===== src/rtl/dmem_pkg.sv =====
// Shared definitions for the data memory: access-size encodings, FSM states,
// and the helper that turns a size code into a byte count.
package dmem_pkg;

  localparam logic [1:0] SZ_B = 2'd0;
  localparam logic [1:0] SZ_H = 2'd1;
  localparam logic [1:0] SZ_W = 2'd2;
  localparam logic [1:0] SZ_D = 2'd3;

  typedef enum logic {
    CLEAR = 1'b0,
    RUN   = 1'b1
  } state_e;

  function automatic logic [3:0] size_bytes(input logic [1:0] size);
    case (size)
      SZ_B:    return 4'd1;
      SZ_H:    return 4'd2;
      SZ_W:    return 4'd4;
      SZ_D:    return 4'd8;
      default: return 4'd1;
    endcase
  endfunction

endpackage


===== src/rtl/dmem_load_extend.sv =====
// Combinational load formatter: moves the addressed bytes to the LSBs and
// sign- or zero-extends them to the full word width.
module dmem_load_extend
  import dmem_pkg::*;
#(
  parameter int DATA_W = 64,
  parameter int OFF_W  = 3
) (
  input  logic [DATA_W-1:0] word,
  input  logic [OFF_W-1:0]  offset,
  input  logic [1:0]        size,
  input  logic              is_unsigned,
  output logic [DATA_W-1:0] data
);

  logic [DATA_W-1:0] shifted_s;
  logic              sign_s;
  int                nbits_s;

  // Lane select, then fill every bit above the access width with the extension bit.
  always_comb begin
    data      = '0;
    shifted_s = word >> {offset, 3'b000};
    nbits_s   = int'(size_bytes(size)) * 8;
    case (size)
      SZ_B:    sign_s = shifted_s[7];
      SZ_H:    sign_s = shifted_s[15];
      SZ_W:    sign_s = shifted_s[31];
      default: sign_s = shifted_s[DATA_W-1];
    endcase
    for (int i = 0; i < DATA_W; i++) begin
      if (i < nbits_s) begin
        data[i] = shifted_s[i];
      end else begin
        data[i] = sign_s & ~is_unsigned;
      end
    end
  end

endmodule


===== src/rtl/data_memory_sized.sv =====
// Byte-addressed little-endian data memory with hardware clear after reset.
// Optional macro DMEM_DEBUG_TAPS_EN exposes the whole array on dbg_words.
module data_memory_sized
  import dmem_pkg::*;
#(
  parameter int DATA_W      = 64,
  parameter int DEPTH_BYTES = 64,
  parameter int ADDR_W      = 64
) (
  input  logic              clk,
  input  logic              reset,
  input  logic              req_valid,
  input  logic              req_write,
  input  logic [1:0]        req_size,
  input  logic              req_unsigned,
  input  logic [ADDR_W-1:0] req_addr,
  input  logic [DATA_W-1:0] req_wdata,
  output logic              ready,
  output logic              rsp_valid,
  output logic [DATA_W-1:0] rsp_rdata,
  output logic              rsp_err
`ifdef DMEM_DEBUG_TAPS_EN
  ,
  output logic [DEPTH_BYTES*8-1:0] dbg_words
`endif
);

  localparam int BPW   = DATA_W / 8;
  localparam int WORDS = DEPTH_BYTES / BPW;
  localparam int OFF_W = $clog2(BPW);
  localparam int IDX_W = (WORDS > 1) ? $clog2(WORDS) : 1;
  localparam logic [ADDR_W:0] DEPTH_L = (ADDR_W + 1)'(DEPTH_BYTES);

  logic [DATA_W-1:0] mem_r [WORDS];
  state_e            state_r, state_nxt_s;
  logic [IDX_W-1:0]  cnt_r;

  logic              accept_s, err_s, store_we_s, clear_we_s;
  logic [3:0]        sz_bytes_s;
  logic [ADDR_W:0]   end_s;
  logic [IDX_W-1:0]  idx_s;
  logic [OFF_W-1:0]  off_s;
  logic [BPW-1:0]    byte_en_s;
  logic [DATA_W-1:0] wdata_sh_s, ext_s;

  assign ready      = (state_r == RUN);
  assign clear_we_s = (state_r == CLEAR) && !reset;

  // Clear walks every word once, then the memory serves requests forever.
  always_comb begin
    state_nxt_s = state_r;
    case (state_r)
      CLEAR: begin
        if (cnt_r == IDX_W'(WORDS - 1)) begin
          state_nxt_s = RUN;
        end else begin
          state_nxt_s = CLEAR;
        end
      end
      RUN:     state_nxt_s = RUN;
      default: state_nxt_s = CLEAR;
    endcase
  end

  // State register.
  always_ff @(posedge clk) begin
    if (reset) state_r <= CLEAR;
    else       state_r <= state_nxt_s;
  end

  // Clear word pointer.
  always_ff @(posedge clk) begin
    if (reset)                   cnt_r <= '0;
    else if (state_r == CLEAR)   cnt_r <= cnt_r + IDX_W'(1);
  end

  // Request decode: errors, word index, byte lanes and lane-aligned store data.
  always_comb begin
    accept_s   = req_valid && ready && !reset;
    sz_bytes_s = size_bytes(req_size);
    end_s      = {1'b0, req_addr} + {{(ADDR_W - 3){1'b0}}, sz_bytes_s};
    err_s      = ((req_addr[3:0] & (sz_bytes_s - 4'd1)) != 4'd0)
               || (end_s > DEPTH_L)
               || (sz_bytes_s > 4'(BPW));
    idx_s      = req_addr[OFF_W +: IDX_W];
    off_s      = req_addr[OFF_W-1:0];
    wdata_sh_s = req_wdata << {off_s, 3'b000};
    byte_en_s  = '0;
    for (int b = 0; b < BPW; b++) begin
      byte_en_s[b] = (b >= int'(off_s)) && (b < int'(off_s) + int'(sz_bytes_s));
    end
    store_we_s = accept_s && req_write && !err_s;
  end

  // Array write port: clear has priority, stores use per-byte enables.
  always_ff @(posedge clk) begin
    if (clear_we_s) begin
      mem_r[cnt_r] <= '0;
    end else if (store_we_s) begin
      for (int b = 0; b < BPW; b++) begin
        if (byte_en_s[b]) mem_r[idx_s][8*b +: 8] <= wdata_sh_s[8*b +: 8];
      end
    end
  end

  dmem_load_extend #(.DATA_W(DATA_W), .OFF_W(OFF_W)) u_ext (
    .word        (mem_r[idx_s]),
    .offset      (off_s),
    .size        (req_size),
    .is_unsigned (req_unsigned),
    .data        (ext_s)
  );

  // Response register; data and error hold between pulses.
  always_ff @(posedge clk) begin
    if (reset) begin
      rsp_valid <= 1'b0;
      rsp_rdata <= '0;
      rsp_err   <= 1'b0;
    end else if (accept_s) begin
      rsp_valid <= 1'b1;
      rsp_err   <= err_s;
      rsp_rdata <= (err_s || req_write) ? '0 : ext_s;
    end else begin
      rsp_valid <= 1'b0;
    end
  end

`ifdef DMEM_DEBUG_TAPS_EN
  for (genvar w = 0; w < WORDS; w++) begin : g_dbg
    assign dbg_words[w*DATA_W +: DATA_W] = mem_r[w];
  end
`endif

endmodule


===== config.mk =====
export PLATFORM = sky130hd
export DESIGN_NAME = data_memory_sized
export DESIGN_NICKNAME = d
export VERILOG_FILES = /design/src/rtl/dmem_pkg.sv /design/src/rtl/dmem_load_extend.sv /design/src/rtl/data_memory_sized.sv
export SDC_FILE = /design/constraint.sdc
export NUM_CORES = 1
export LEC_CHECK = 0
export ABC_CLOCK_PERIOD_IN_PS = 5810
export CAP_MARGIN = 20
export CORE_MARGIN = 2
export CORE_UTILIZATION = 45
export CTS_CLUSTER_SIZE = 30
export DETAILED_ROUTE_END_ITERATION = 12
export PLACE_DENSITY = 0.66
export SLEW_MARGIN = 20
export SYNTH_ARGS = -nofsm -noshare
export SYNTH_HDL_FRONTEND = slang
export SYNTH_SLANG_ARGS = --single-unit

===== constraint.sdc =====
create_clock -name clk -period 5.81 [get_ports clk]
set_clock_uncertainty 0.1 [all_clocks]
set_input_delay 1.162 -clock clk [delete_from_list [all_inputs] [get_ports clk]]
set_output_delay 1.162 -clock clk [all_outputs]
set_load 0.02 [all_outputs]

==> flow_summary_export.csv <==
group,metric,value,unit
min_path,holdCritPathClass,"reg2reg",
place,globalplace.congestion,0.986,
floorplan,core_area,61700,um^2
global_routing,grt_max_degree,93,
logic_synthesis,syn_inst,2110,
floorplan,die_area,64400,um^2
global_routing,track_usage,27.0,%
clocking,cts.htree.levels,2,
finish,final_nets,2673,
route,route.vias.total,20300,
worst_setup_path,max_stage_delay,0.57,ns
clocking,hold_buffers,0,
logic_synthesis,syn-cell-area,28100,um^2
logic_synthesis,synth_seq_cells,582,
power,power_per_cell_area,263,nW/um^2
place,io_buffers,201,
sta,hold_viol,0,
worst_setup_path,path_common_cell,"buf_4",
worst_setup_path,cp_max_fo,8,
logic_synthesis,ys_warn_count,0,
logic_synthesis,ys_seq_area_share,59.7,%
worst_setup_path,crit_path_cell_trace,"clkdlybuf4s50_1 > buf_4 > nor2b_1 > ha_1 > nand3_2 > o22a_1 > or4_1 > nand2_1 > or3b_1 > or4_4 > nor4b_4 > nand4_4 > buf_4 > mux2i_2 > buf_12 > and2_1 > buf_4",
clocking,cts_inserted_buffers,58,
place,place_hpwl,65300,um
route,routed_wl,87300,um
worst_setup_path,r2r_setup_slack,1.19,ns
sta,finalSetupTns,0,ns
worst_setup_path,cp.arrival,5.89,ns
worst_setup_path,rr_worst_depth,14,
clocking,clk_pin_slew,0.06,ns
worst_setup_path,crit_path_end_kind,"flop",
clocking,root_buffer,"clkbuf_16",
finish,area_growth,26.2,%
sta,relSlewSlack,26.1,%
floorplan,pin_count,202,
power,ir_drop,0.255,mV
finish,drive_above_1_share,23.0,%
global_routing,antenna_found_initial,3,
sta,min_period,5.67,ns
worst_setup_path,crit_type,"in2reg",
logic_synthesis,ys_types,80,
worst_setup_path,crit_slowest_cell,"or4_1",
logic_synthesis,syn-num-nets,2253,
route,drt_iter0_drc,2068,
power,p_leak,12.6,nW
clocking,cts_sinks,582,
floorplan,num_rows,91,
logic_synthesis,synth_edf_count,512,
floorplan,initial_core_util,45.5,%
clocking,clk_path_buf_depth,3,
floorplan,die_h,254,um
global_routing,grt_pass1_wl,128000,um
route,drtAntennaViolNets,0,
sta,tightest_slew,1.10,ns
sta,drv_slew,0,
finish,utilization,57.4,%
logic_synthesis,synth_ff_type,"edfxtp_1",
global_routing,overflow,0,
route,wire_per_inst,25.6,um
finish,fill_cells,4951,
place,placedCellCount,3301,
logic_synthesis,synth.avg_cell_area,13.3,um^2
route,post-route-drc-count,0,
worst_setup_path,crit_path_start_kind,"input pin",
clocking,insertion_delay,0.62,ns
sta,max_freq,176,MHz
route,dr.pass1.iters,6,
sta,finalCritPeriodShare,97.6,%
sta,setup_viol,0,
floorplan,chipWidth,254,um
finish,diodes,0,
logic_synthesis,synthArstFlopShare,0,%
clocking,cts_tree,"yes",
min_path,hold_depth,2,
finish,final_cells,3413,
run,cap_violations,0,
worst_setup_path,required,6.03,ns
power,p_total,9.34,mW
global_routing,grt_pass1_vias,19800,
status,status,"complete, no violations",
route,vias_per_cell,5.93,
[synth_stat cells (all sizes together) (3+ instances only)]
library cell  instances  share of area [%]
ha                    7               0.31
nor2                184                2.5
mux2i                99                3.6
nor4                 16               0.36
nor2b                 4              0.089
and3                 22               0.49
nor3b                22               0.59
a22o                  8               0.25
or4                   9               0.25
nand3                60                1.1
a22oi                 9               0.24
mux4                167                 13
a31oi                21               0.47
and4                  5               0.16
xor2                  8               0.25
clkbuf               84                1.1
nand4                33               0.76
nor3                 30               0.55
mux2                 14               0.57
or3                   9               0.20
dfxtp                70                5.0
nand2               281                3.8
nand3b                3              0.080
o21ai               128                2.3
edfxtp              512                 55
o311a                 7               0.25
and2                 85                1.9
a21oi                49               0.87
or2                   4              0.089
o31ai                12               0.32
buf                  48               0.71
o22ai                11               0.25
inv                  16               0.21
nor4b                 4               0.20
xnor2                11               0.34
a41oi                 4               0.12
a21boi               10               0.27
o211ai                6               0.16
a211oi                3              0.098
a311oi                3              0.094
a2111oi               3               0.12
[layout make-up]
class,instances,area [um^2],share of cell area (%)
Sequential cell,582,16800,47.3
Multi-Input combinational cell,1380,10800,30.5
Timing Repair Buffer,492,4970,14.0
Clock buffer,76,1550,4.38
Tap cell,837,1050,2.96
Clock inverter,30,219,0.618
Inverter,16,60.1,0.169
[worst paths after layout]
check | startpoint | to
setup / recovery | req_size[1] | mem_r[2][12]
hold / removal | rsp_rdata[30] | rsp_rdata[30]
setup reg to reg | ready | mem_r[2][12]
hold reg to reg | rsp_rdata[30] | rsp_rdata[30]
[power breakdown]
part / leakage (nW) / switching [mW] / internal (mW)
clock network: 0.876 / 1.56 / 1.94
logic: 6.37 / 0.687 / 0.527
registers: 5.33 / 0.0282 / 4.60
[cells in the final DEF (no fill, tap or decap), drive strengths merged, types with 30 or more instances in the layout]
master,Yosys,final
nand4,33,33
buf,48,296
and2,85,85
nand2,281,281
a21oi,49,49
clkbuf,84,77
mux2i,99,99
edfxtp,512,512
o21ai,128,128
nor3,30,30
nor2,184,184
nand3,60,60
mux4,167,167
clkdlybuf4s50,0,194
dfxtp,70,70
[layer usage]
layer  vias up  GRT usage (%)  share of wire, %
li1       8987              -                 -
met1     10100           37.0                40
met2      1032           43.9                47
met3       159           4.31               8.6
met4         0           9.75               3.8
met5         -              0                 0
[worst max-delay path: cells and delay by family]
family                   cells  cell delay (ns)
AO/OA/AOI/OAI                1             0.26
adder cells (fa/ha/maj)      1             0.36
buffers and inverters        5             1.25
multiplexers                 1             0.24
AND/OR/NAND/NOR              9             2.60
[flip-flops by register name, summed over array words and instances, names as in the netlist]
register and flops:
ready 1, rsp_err 1, rsp_valid 1, mem_r 512, rsp_rdata 64, cnt_r 3
[metrics by stage]
stage	instance area [um^2]	hold WS, ns	worst slack, ns
floorplan	28100	0.423	0.0142
global placement	33600	0.342	-0.680
detailed placement	33600	0.338	-0.722
CTS	35300	0.347	-0.0471
global route	35400	0.385	-0.0109
finish	35400	0.350	0.142
[timing repair]
action	in CTS	in global routing
endpoints found under the hold margin	0	0
resized for setup	1	14
setup endpoints to repair	192	1008
setup buffers	0	6
pin swaps	0	3
[cell families after synthesis]
group | share of synthesized area [%]
adders and majority gates | 0.419
xor gates and xnor gates | 0.592
muxes | 17.6
DFF | 59.7
AOI/OAI and AO/OA | 6.41
buffers and inverters | 2.05
and+or+nand+nor | 13.2
Note: power is estimated with default switching activity, not from simulation.
